## src/rtl/spin_pattern_gen.sv

```systemverilog
// Switch-driven "spinning square" source for the 4-digit seven-segment path.
// Synchronises and debounces run/direction switches, then steps an 8-position pattern.
module spin_pattern_gen #(
    parameter int TICK_DIV  = 50000000,
    parameter int DB_CYCLES = 1000000
) (
    input  logic        clk,
    input  logic        reset,
    input  logic        sw_en,
    input  logic        sw_dir,
    output logic        en_o,
    output logic        dir_o,
    output logic        step,
    output logic [2:0]  pos,
    output logic [31:0] digits
);
    localparam int DBW = $clog2(DB_CYCLES) + 1;
    localparam int PW  = $clog2(TICK_DIV);
    localparam logic [DBW-1:0] DB_LAST  = DBW'(DB_CYCLES - 1);
    localparam logic [PW-1:0]  PRE_LAST = PW'(TICK_DIV - 1);
    localparam logic [31:0]    DIGITS_RESET = 32'h9CFFFFFF;

    // Index 0 carries the run switch, index 1 the direction switch.
    logic [1:0]     sync1;
    logic [1:0]     sync2;
    logic [DBW-1:0] db_cnt [2];
    logic [1:0]     db_val;
    logic [PW-1:0]  presc;
    logic [2:0]     next_pos;

    function automatic logic [31:0] decode(input logic [2:0] p);
        logic [31:0] d;
        d = '1;
        case (p)
            3'd0: d[31:24] = 8'h9C;
            3'd1: d[23:16] = 8'h9C;
            3'd2: d[15:8]  = 8'h9C;
            3'd3: d[7:0]   = 8'h9C;
            3'd4: d[7:0]   = 8'hA3;
            3'd5: d[15:8]  = 8'hA3;
            3'd6: d[23:16] = 8'hA3;
            default: d[31:24] = 8'hA3;
        endcase
        return d;
    endfunction

    always_ff @(posedge clk or posedge reset) begin
        if (reset) begin
            sync1     <= '0;
            sync2     <= '0;
            db_cnt[0] <= '0;
            db_cnt[1] <= '0;
            db_val    <= '0;
        end else begin
            sync1 <= {sw_dir, sw_en};
            sync2 <= sync1;
            for (int i = 0; i < 2; i++) begin
                if (sync2[i] == db_val[i]) begin
                    db_cnt[i] <= '0;
                end else if (db_cnt[i] == DB_LAST) begin
                    db_val[i] <= sync2[i];
                    db_cnt[i] <= '0;
                end else begin
                    db_cnt[i] <= db_cnt[i] + 1'b1;
                end
            end
        end
    end

    assign en_o     = db_val[0];
    assign dir_o    = db_val[1];
    assign next_pos = dir_o ? pos - 3'd1 : pos + 3'd1;

    // Uses pre-edge en_o/dir_o, so a step on the same edge as a level change completes with old values.
    always_ff @(posedge clk or posedge reset) begin
        if (reset) begin
            presc  <= '0;
            step   <= 1'b0;
            pos    <= 3'd0;
            digits <= DIGITS_RESET;
        end else begin
            step <= 1'b0;
            if (en_o) begin
                if (presc == PRE_LAST) begin
                    presc  <= '0;
                    step   <= 1'b1;
                    pos    <= next_pos;
                    digits <= decode(next_pos);
                end else begin
                    presc <= presc + 1'b1;
                end
            end
        end
    end
endmodule

```

## config.mk

```make
export PLATFORM = sky130hd
export DESIGN_NAME = spin_pattern_gen
export DESIGN_NICKNAME = d
export VERILOG_FILES = /design/src/rtl/spin_pattern_gen.sv
export SDC_FILE = /design/constraint.sdc
export NUM_CORES = 1
export LEC_CHECK = 0
export CAP_MARGIN = 20
export CELL_PAD_IN_SITES_DETAIL_PLACEMENT = 1
export CELL_PAD_IN_SITES_GLOBAL_PLACEMENT = 1
export CORE_MARGIN = 2
export CORE_UTILIZATION = 30
export CTS_BUF_LIST = sky130_fd_sc_hd__clkbuf_16
export CTS_CLUSTER_DIAMETER = 100
export DETAILED_ROUTE_END_ITERATION = 7
export GPL_TIMING_DRIVEN = 0
export MAX_ROUTING_LAYER = met4
export PLACE_DENSITY_LB_ADDON = 0.1
export SETUP_SLACK_MARGIN = 0.4
export SYNTH_ARGS = -nofsm -noshare
export SYNTH_HDL_FRONTEND = slang
export SYNTH_SLANG_ARGS = --single-unit
```

## constraint.sdc

```tcl
create_clock -name clk -period 4.2 [get_ports clk]
set_input_delay 0.84 -clock clk [delete_from_list [all_inputs] [get_ports clk]]
set_output_delay 0.84 -clock clk [all_outputs]
set_load 0.03 [all_outputs]
```

== Word level (Yosys, flattened, before mapping) ==
Cells that the tools add are included.

* Flip-flop bits (word level): 110
* Bits in latches: 0
* Memory bits (writable): 0
* Memory bits (read-only): 0
* Logic and storage cells: 45
* Memories kept: 0

* $add $sub $neg: 5
* Multiply operators: 0
* Div/mod/pow operators: 0
* Magnitude comparators: 0
* Eq/ne operators: 11
* Shift-type cells: 0
* Muxes and demuxes: 12
* Bitwise logic cells: 2
* Reduce and logical (&&, ||, !) cells: 5

{| class="wikitable"
|+ Operators by type and width
! cell !! count
|-
| 2-to-1 mux 21 bit || 4
|-
| case mux 7 bit (2 select lines) || 4
|-
| adder 21 x 1 -> 21 bit, second input constant || 2
|-
| equality test 21 x 20 -> 1 bit, second input constant || 2
|-
| adder 26 x 1 -> 26 bit, second input constant || 1
|-
| equality test 26 bit, second input constant || 1
|-
| 2-to-1 mux 26 bit || 1
|-
| equality test 3 bit, second input constant || 3
|-
| equality test 3 x 2 -> 1 bit, second input constant || 2
|-
| AND reduction 2 bit || 3
|-
| OR reduction 6 bit || 1
|-
| adder 3 x 1 -> 3 bit, second input constant || 1
|-
| equality test 3 x 1 -> 1 bit, second input constant || 1
|-
| zero test 3 bit || 1
|-
| 2-to-1 mux 3 bit || 1
|-
| subtractor 3 x 1 -> 3 bit, second input constant || 1
|-
| equality test 1 bit || 2
|-
| 2-to-1 mux 1 bit || 2
|-
| inverter 1 bit || 2
|}

== Depth between registers and ports, before layout ==
Gate-level depths: netlist (run 1).

* Depth in word-level cells: 5
* Depth in mapped cells: 6
* Gate-level depth less buffers: 6

== Worst setup path before layout (run 1) ==
OpenSTA, ideal clock, no wires.

* Path type: register to register
* Start: register db_val[1]
* End: register digits[30]
* Library setup time: 0.125 ns
* Arrival: 2.120 ns
* Data required time: 4.075 ns
* Slack: 1.955 ns
* Stages on the path, launching flop included: 7
* Path buffers: 0
* Period minus slack after synthesis: 2.245 ns
* Cell sequence: dfrtp_1 inv_1 fa_1 xor3_1 mux2i_1 nand2_1 mux2_2

* Cells in the longest elaborated chain, start to end: 4
* Elaborated cells between the ends (all ways): 10

{| class="wikitable"
|+ Ends and longest elaborated chain
! what !! line !! text
|-
| start, declared || 27 || <nowiki>logic [1:0] db_val;</nowiki>
|-
| start signal, assigned by index || 61 || <nowiki>db_val[i] <= sync2[i];</nowiki>
|-
| 2-to-1 mux 3 bit (*) || 72 || <nowiki>assign next_pos = dir_o ? pos - 3'd1 : pos + 3'd1;</nowiki>
|-
| equality test 3 bit (tied with other cells) || 34 || <nowiki>case (p)</nowiki>
|-
| OR reduction 6 bit (no source line) || n/a ||
|-
| case mux 7 bit (2 select lines) (*) || 34 ||
|-
| end signal, assigned || 88 || <nowiki>digits <= decode(next_pos);</nowiki>
|-
| end, declared || 15 || <nowiki>output logic [31:0] digits</nowiki>
|}

Every way passes the cells marked *; elsewhere a longest branch is shown, timed or not.
A chain may end at the register's enable or synchronous reset.

==> impl_metrics.tcl, run 1 <==
set metrics [dict create \
    status "completed" \
    drive_gt1_frac 0.1564 \
    syn_to_final_growth_pct 20.98 \
    ios 42 \
    place_ws_ns 1.758 \
    finalCritPeriodShare 0.5961 \
    root_buffer "clkbuf_16" \
    post_cts_buffers 0 \
    leakage_nw 2.271 \
    hold_viol 0 \
    critPathBufInv 2 \
    critPathSlowestCell "clkdlybuf4s50_1" \
    wl_per_cell_um 14.64 \
    rows 45 \
    cts_buffers 9 \
    via_per_inst 4.895 \
    detail_route.first_pass.iterations 4 \
    grt_first_pass_wirelength_um 17550 \
    postCtsHoldBufs 0 \
    grt_max_degree 50 \
    synthTopCellsByArea "dfrtp_1 44%, dfstp_2 5.7%, xnor2_1 5.3%, mux2_2 3.7%, nor2_1 3.6%" \
    grt_use_total 0.1389 \
    fin_crit_ns 2.504 \
    post_synth_num_cell_types 44 \
    clkTransAtPathRegs_ns 0.06 \
    clockBufferDepth 2 \
    route.detailed.drc 0 \
    powerDensity_nw_per_um2 322.0 \
    finalWeightedCongestion 0.7405 \
    r2r_slack_ns 1.78 \
    grt-ovfl-total 0 \
    synth-edff-count 0 \
    wl_um 10140 \
    crit_family "buffers and inverters" \
    slowest_delay_ns 0.66 \
    portBuffers 37 \
    slew_headroom 0.5515 \
    synth-seq-area-share 0.4939 \
    fmax_ghz 0.3994 \
    irDropWorstVdd_uv 189.6 \
    r2r-start "presc[19]" \
    grt_pass1_vias 3522 \
    cp.required_ns 3.36 \
    max_slew.worst_pin.slew_ns 0.6728 \
    cp-end-kind "primary output" \
    die_h_um 127.6 \
    antenna_left 0 \
    fin_skew_ns 0.007081 \
    num_antenna_cells 0 \
    setup-violations-final 0 \
    synthArstFlopShare 1.000 \
    htree_levels 3 \
    final_common_cell "dfrtp_1" \
    startpoint "digits[12]" \
    place_inst 676 \
    cp_cell_sequence "buf_4 -> clkdlybuf4s50_1" \
    final_core_util 0.3677 \
    synth_top_cell_by_area "dfrtp_1" \
    netlist.area_leader.share 0.4366 \
    crit_path_start_kind "flop" \
    dpl.hpwl_um 7121 \
    instances_no_fill 693 \
    avgSynthCellArea_um2 10.26 \
    die-area_um2 16290 \
    fin_tns_setup_ns 0 \
    synth_flop_cell "dfrtp_1" \
    cts.sinks 90 \
    cts_tree "built" \
    die_w_um 127.6 \
    netlist_area_um2 4586 \
    antenna_found_initial 0 \
    clk-insertion-delay-late_ns 0.35 \
    maxCapViolations 0 \
    fin_ws_ns 1.696 \
    worst-path-max-fanout 4 \
    cp.arrival_ns 1.66 \
    worstSetupPathType "flop to primary output" \
    yosys_warnings 0 \
    synth_seq_cells 90 \
    nets 513 \
    vias 3392 \
    initial_core_util 0.3039 \
    rsz0062_at_grt "no" \
    drt_iter0_drc 114 \
    synthCells 447 \
    drv_slew 0 \
    finalHoldWorstSlack_ns 0.3532 \
    hold_class "flop to flop" \
    hp-start "sync1[0]" \
    mostFrequentLayoutCells "80 x dfrtp_1, 44 x nor2_1, 37 x clkdlybuf4s50_1" \
    fillCellCount 1718 \
    core_um2 15090 \
    ctsResizeCount 0 \
]
## worst register-to-register path, stage by stage (launching register included)
cell,delay (ns)
dfrtp_1,0.44
and4_1,0.25
nand2_1,0.14
nor4b_1,0.57
buf_2,0.36
clkbuf_1,0.43
nor2_1,0.10
## layer usage
metal	part of all wire	up-vias	global-route usage
met5	0	-	-
met4	0.014	0	0.04072
met3	0.034	11	0.04229
met2	0.45	39	0.2155
met1	0.50	1679	0.1759
li1	-	1663	-
## state kept, by name, indices dropped and copies added, names as in the netlist
signal and flops:
db_cnt 42, db_val 2, digits 12, pos 3
presc 26, step 1, sync1 2, sync2 2
## metrics by stage
| step | instance area, um^2 | power (W) |
|---|---|---|
| 6_report | 5548 | 0.001786 |
| 5_1_grt | 5548 | 0.001863 |
| 4_1_cts | 5543 | 0.001826 |
| 3_5_place_dp | 5233 | 0.0009491 |
| 3_3_place_gp | 5202 | 0.0009445 |
| 2_1_floorplan | 4597 | 0.0009292 |
## where the power goes
| group | switching, W | leakage, nW | internal (W) |
|---|---|---|---|
| logic | 0.0000366 | 0.910 | 0.0000139 |
| clock network | 0.000341 | 0.154 | 0.000515 |
| registers | 0.00000628 | 1.21 | 0.000874 |
| total | 0.000383 | 2.27 | 0.00140 |
## final cells by class
class | count | area, um^2 | area share
Tap cell | 188 | 235.2 | 0.04240
Sequential cell | 90 | 2265 | 0.4082
Timing Repair Buffer | 39 | 402.9 | 0.07262
Inverter | 16 | 62.56 | 0.01128
Clock buffer | 9 | 225.2 | 0.04060
Multi-Input combinational cell | 312 | 2062 | 0.3717
Buffer | 32 | 210.2 | 0.03789
Clock inverter | 7 | 85.08 | 0.01534
## synth_stat cells, types with 9 or more instances
library cell	n
xor2_1	18
inv_1	16
nand3_1	18
nand4_1	18
xnor2_1	28
or4_1	10
dfrtp_1	80
a21oi_1	20
dfstp_2	10
buf_4	21
nor2_1	44
o21ai_0	14
nand2_1	31
nor3_1	13
or3_1	13
mux2_2	15
nor4_1	9
## logic make-up after synthesis
kind of cell               Yosys count  synth area share
muxes                               18           0.04338
adders and majority gates            9           0.02619
DFF                                 90            0.4939
buffers and inverters               48           0.05894
other                                1         0.0008178
AOI/OAI and AO/OA                   47           0.05867
and+or+nand+nor                    187            0.2251
xor gates and xnor gates            47           0.09304
## final timing paths
check,end,cells after the start
min in group asynchronous,sync2[1],2
worst min register to register,sync2[0],0
worst min-delay path,sync2[0],0
worst max register to register,presc[12],6
worst max-delay path,digits[11],2
max in group asynchronous,digits[14],3
Power figures use the tool's default switching activity.
==> inputs of run 2 (changes only) <==
==> constraint.sdc (replaced) <==
create_clock -name clk -period 2.63 [get_ports clk]
set_input_delay 0.526 -clock clk [delete_from_list [all_inputs] [get_ports clk]]
set_output_delay 0.526 -clock clk [all_outputs]
set_load 0.03 [all_outputs]
==> run 2 against run 1 <==
Clock skew up 0.0019 ns. Die area did not move. Sequential share of layout area fell by 0.37 points. Global-route usage grew 0.19 points. Cell count is 0.14% higher. Power increased by 48%. Register-to-register slack got worse by 1.3 ns. Worst hold slack is essentially flat. First-iteration DRC count unchanged. Worst setup slack lost 1.2 ns. Wire length increased by 0.73%. Critical endpoint is now digits[30].
==> impl_metrics.tcl, run 2 (same netlist as run 1, synthesis figures left out) <==
set metrics [dict create \
    rr_worst_depth 6 \
    cp.arrival_ns 2.41 \
    num_antenna_cells 0 \
    htree_levels 3 \
    fin_ws_ns 0.4489 \
    r2r_slack_ns 0.45 \
    top_regs "db_cnt x42, presc x26, digits x12" \
    largest-register "db_cnt" \
    finalWeightedCongestion 0.7563 \
    grt-ovfl-total 0 \
    portBuffers 37 \
    vias 3474 \
    drive_gt1_frac 0.1838 \
    worstHoldPathCells 0 \
    cts_buffers 9 \
    wl_per_cell_um 14.72 \
    rows 45 \
    via_per_inst 5.006 \
    drv_slew 0 \
    initial_core_util 0.3039 \
    dpl.hpwl_um 7200 \
    hold_class "flop to flop" \
    multiInputGateArea_um2 2127 \
    cts_tree "built" \
    status "completed" \
    postCtsHoldBufs 0 \
    die-area_um2 16290 \
    die_h_um 127.6 \
    hold_viol 0 \
    largest_reg_flops 42 \
    cts.sinks 90 \
    root_buffer "clkbuf_16" \
    mostFrequentLayoutCells "78 x dfrtp_1, 44 x nor2_1, 31 x nand2_1" \
    irDropWorstVdd_uv 311.7 \
    detail_route.first_pass.iterations 4 \
    p_sw_frac 0.2297 \
    maxCapViolations 0 \
    seqPwrFrac 0.530 \
    pwr-share-clk 0.438 \
    slew_headroom 0.5014 \
    clockBufferDepth 2 \
    final_common_cell "dfrtp_1" \
    antenna_left 0 \
    rsz0062_at_grt "yes" \
    setup-violations-final 0 \
    route.detailed.drc 0 \
    max_slew.worst_pin.slew_ns 0.7463 \
    crit_path_start_kind "flop" \
    grt_max_degree 36 \
    drt_iter0_drc 114 \
    cp-end-kind "flop" \
    core_um2 15090 \
    comb_power_share 0.032 \
    grt_use_total 0.1408 \
    p_switching_w 0.0006087 \
    leakage_nw 2.428 \
    finalCritPeriodShare 0.8293 \
    fin_skew_ns 0.008989 \
    place_ws_ns 0.1688 \
    wl_um 10220 \
    nets 514 \
    ios 42 \
    clk-insertion-delay-late_ns 0.34 \
    register_area_um2 2267 \
    die_w_um 127.6 \
    clkTransAtPathRegs_ns 0.06 \
    antenna_found_initial 0 \
    grt_pass1_vias 3564 \
    powerDensity_nw_per_um2 472.8 \
    fmax_ghz 0.4585 \
    fin_tns_setup_ns 0 \
    p_int_w 0.002042 \
    fin_crit_ns 2.181 \
    worstSetupPathType "flop to flop" \
    grt_first_pass_wirelength_um 17930 \
    worst-path-max-fanout 6 \
    syn_to_final_growth_pct 22.24 \
    cp.required_ns 2.86 \
    fillCellCount 1693 \
]
==> run 2: metal layers <==
metal,vias to the layer above,GRT usage,part of all wire
li1,1677,-,-
met1,1742,0.1765,0.48
met2,45,0.2255,0.47
met3,10,0.03769,0.034
met4,0,0.03878,0.012
met5,-,-,0
==> run 2: worst paths after layout <==
kind / startpoint / endpoint
max: db_val[1] / digits[30]
min: sync1[1] / sync2[1]
max in group asynchronous: reset / presc[0]
max reg2reg: db_val[1] / digits[30]
min reg2reg: sync1[1] / sync2[1]
min in group asynchronous: reset / db_cnt[12]
==> run 2: power by group through the flow <==
stage               sequential (W)  clock (W)  combinational (W)
global placement           0.00143          0          0.0000787
CTS                        0.00140    0.00122          0.0000877
floorplan                  0.00143          0          0.0000559
global route               0.00141    0.00127          0.0000981
detailed placement         0.00143          0          0.0000869
finish                     0.00141    0.00116          0.0000835
==> run 2: worst max-delay path: stages, from the launching register on <==
cell	delay [ns]
dfrtp_2	0.43
inv_1	0.12
fa_1	0.49
xor3_2	0.47
mux2i_1	0.23
nand2_1	0.08
mux2_2	0.26
==> run 2: area by class of cell <==
type / count / area share
flip-flops and latches: 90 / 0.4045
repair buffers: 40 / 0.07768
clock inverters: 7 / 0.005134
well taps: 188 / 0.04196
multi-input cells: 312 / 0.3795
clock buffers: 9 / 0.04018
plain buffers: 32 / 0.03973
inverters: 16 / 0.01138
==> run 2: timing repair <==
action | CTS | global route
buffers inserted | 0 | 1
gates resized for setup | 5 | 26
endpoints found under the setup margin | 36 | 62
pin swaps | 0 | 0
hold endpoints to repair | 0 | 0
==> run 2: metrics by stage <==
stage                     cell area [um^2]  hold WS [ns]  utilization  std cells  power, W
after floorplan                       4602        0.3312            -        450  0.001484
after global placement                5207        0.3367       0.3451        675  0.001509
after detailed placement              5248        0.3388       0.3478        677  0.001518
after CTS                             5518        0.3575       0.3657        693  0.002711
after global routing                  5605        0.3621       0.3715        694  0.002774
final                                 5605        0.3536       0.3715        694  0.002651
==> inputs of run 3 (changes only) <==
==> constraint.sdc (replaced) <==
create_clock -name clk -period 2 [get_ports clk]
set_input_delay 0.4 -clock clk [delete_from_list [all_inputs] [get_ports clk]]
set_output_delay 0.4 -clock clk [all_outputs]
set_load 0.03 [all_outputs]
==> run 3 against run 2 <==
Power up 40%. Worst setup slack got worse by 0.36 ns. Via count up 11%. Die area is the same. Clock-buffer cell count unchanged. Critical path depth decreased by 1. Critical path type unchanged.
==> impl_metrics.tcl, run 3 (same netlist as run 1, synthesis figures left out) <==
set metrics [dict create \
    clockBufferDepth 2 \
    die_h_um 127.6 \
    critical_path.most_common_cell "or4_4" \
    num_antenna_cells 0 \
    largest-register "db_cnt" \
    fin_crit_ns 1.915 \
    detail_route.first_pass.iterations 5 \
    grt_max_degree 32 \
    crit_family "simple AND/OR/NAND/NOR gates" \
    cts.sinks 90 \
    grt_pass1_vias 4044 \
    fillCellCount 1635 \
    finalCritPeriodShare 0.9577 \
    cts_buffers 9 \
    finalHoldWorstSlack_ns 0.3547 \
    initial_core_util 0.3039 \
    wl_um 12650 \
    core_um2 15090 \
    hold_viol 0 \
    rr_worst_depth 5 \
    nets 595 \
    crit_path_start_kind "flop" \
    via_per_inst 4.979 \
    critPathBufInv 1 \
    cp.depth 5 \
    clkTransAtPathRegs_ns 0.06 \
    maxCapViolations 0 \
    drt_iter0_drc 111 \
    antenna_left 0 \
    hold_class "flop to flop" \
    die-area_um2 16290 \
    rsz0062_at_grt "yes" \
    grt_use_total 0.1628 \
    status "completed" \
    mostFrequentLayoutCells "96 x buf_4, 54 x dfrtp_1, 27 x nand2_1" \
    route.detailed.drc 0 \
    rows 45 \
    worstSetupPathType "flop to flop" \
    leakage_nw 2.979 \
    die_w_um 127.6 \
    clk-insertion-delay-late_ns 0.35 \
    p_total_w 0.003699 \
    ios 42 \
    cts_tree "built" \
    worst-path-max-fanout 6 \
    critPathSlowestCell "or4_4" \
    wl_per_cell_um 16.32 \
    final_common_cell "buf_4" \
    antenna_found_initial 0 \
    cp-end-kind "flop" \
    irDropWorstVdd_uv 454.4 \
    slowest_delay_ns 0.51 \
    fin_skew_ns 0.008547 \
    grt_first_pass_wirelength_um 20670 \
    portBuffers 37 \
    root_buffer "clkbuf_16" \
    largest_reg_flops 42 \
    drv_slew 0 \
    powerDensity_nw_per_um2 529.2 \
    cp_cell_sequence "nand4_4 -> or4_4 -> buf_8 -> or4_4 -> a21oi_2" \
    grt-ovfl-total 0 \
    finalWeightedCongestion 0.7445 \
    setup-violations-final 0 \
    syn_to_final_growth_pct 52.44 \
    worstHoldPathCells 0 \
    vias 3859 \
    dpl.hpwl_um 7295 \
    top_regs "db_cnt x42, presc x26, digits x12" \
    cp.arrival_ns 2.19 \
    fmax_ghz 0.5221 \
    drive_gt1_frac 0.5434 \
    cp.required_ns 2.27 \
    htree_levels 3 \
]
## run 3: timing repair
item                                    in CTS  in global routing
hold buffers                                 0                  0
resized for setup                          228                132
buffers inserted                            55                 20
pin swaps                                   45                 33
endpoints found under the setup margin     110                 94
gates cloned                                 5                  1
## run 3: final timing paths
check                              start         to  slack [ns]
worst max register to register  presc[9]  presc[22]        0.08
worst min-delay path            sync1[0]   sync2[0]        0.35
worst min register to register  sync1[0]   sync2[0]        0.35
worst max-delay path            presc[9]  presc[22]        0.08
min in group asynchronous          reset   sync1[1]        0.36
max in group asynchronous          reset   presc[2]        0.75
## run 3: power breakdown
part,internal [W],switching [W]
Sequential,0.00184,0.0000143
Clock,0.000947,0.000715
Combinational,0.0000812,0.000106
Total,0.00286,0.000835
## run 3: metrics by stage
| step | util | cell area, um^2 | setup TNS, ns | instances | setup WS [ns] |
|---|---|---|---|---|---|
| 2_1_floorplan | - | 4716 | 0 | 450 | 0.1053 |
| 3_3_place_gp | 0.3527 | 5321 | -51.70 | 675 | -0.7208 |
| 3_5_place_dp | 0.3571 | 5389 | -4.623 | 678 | -0.2340 |
| 4_1_cts | 0.4241 | 6400 | 0 | 754 | 0.06889 |
| 5_1_grt | 0.4633 | 6990 | 0 | 775 | 0.02971 |
| 6_report | 0.4633 | 6990 | 0 | 775 | 0.08462 |
## run 3: layout make-up
type,instances,area (um^2),share of cell area
Multi-Input combinational cell,312,2719,0.3889
Sequential cell,90,2297,0.3286
Timing Repair Buffer,121,1060,0.1516
Buffer,32,335.3,0.04797
Tap cell,188,235.2,0.03365
Clock buffer,9,225.2,0.03222
Inverter,16,63.81,0.009128
Clock inverter,7,55.05,0.007875
## run 3: worst reg2reg max path: stages, from the launching register on
cell,delay [ns]
dfrtp_2,0.45
nand4_4,0.14
or4_4,0.51
buf_8,0.14
or4_4,0.48
a21oi_2,0.14
## run 3: per-layer routing
layer | vias up | routed length (um) | GRT usage
met2 | 61 | 6481 | 0.2664
met5 | - | 0 | -
li1 | 1820 | - | -
met1 | 1960 | 5648 | 0.2021
met4 | 0 | 144 | 0.03685
met3 | 18 | 374 | 0.04439
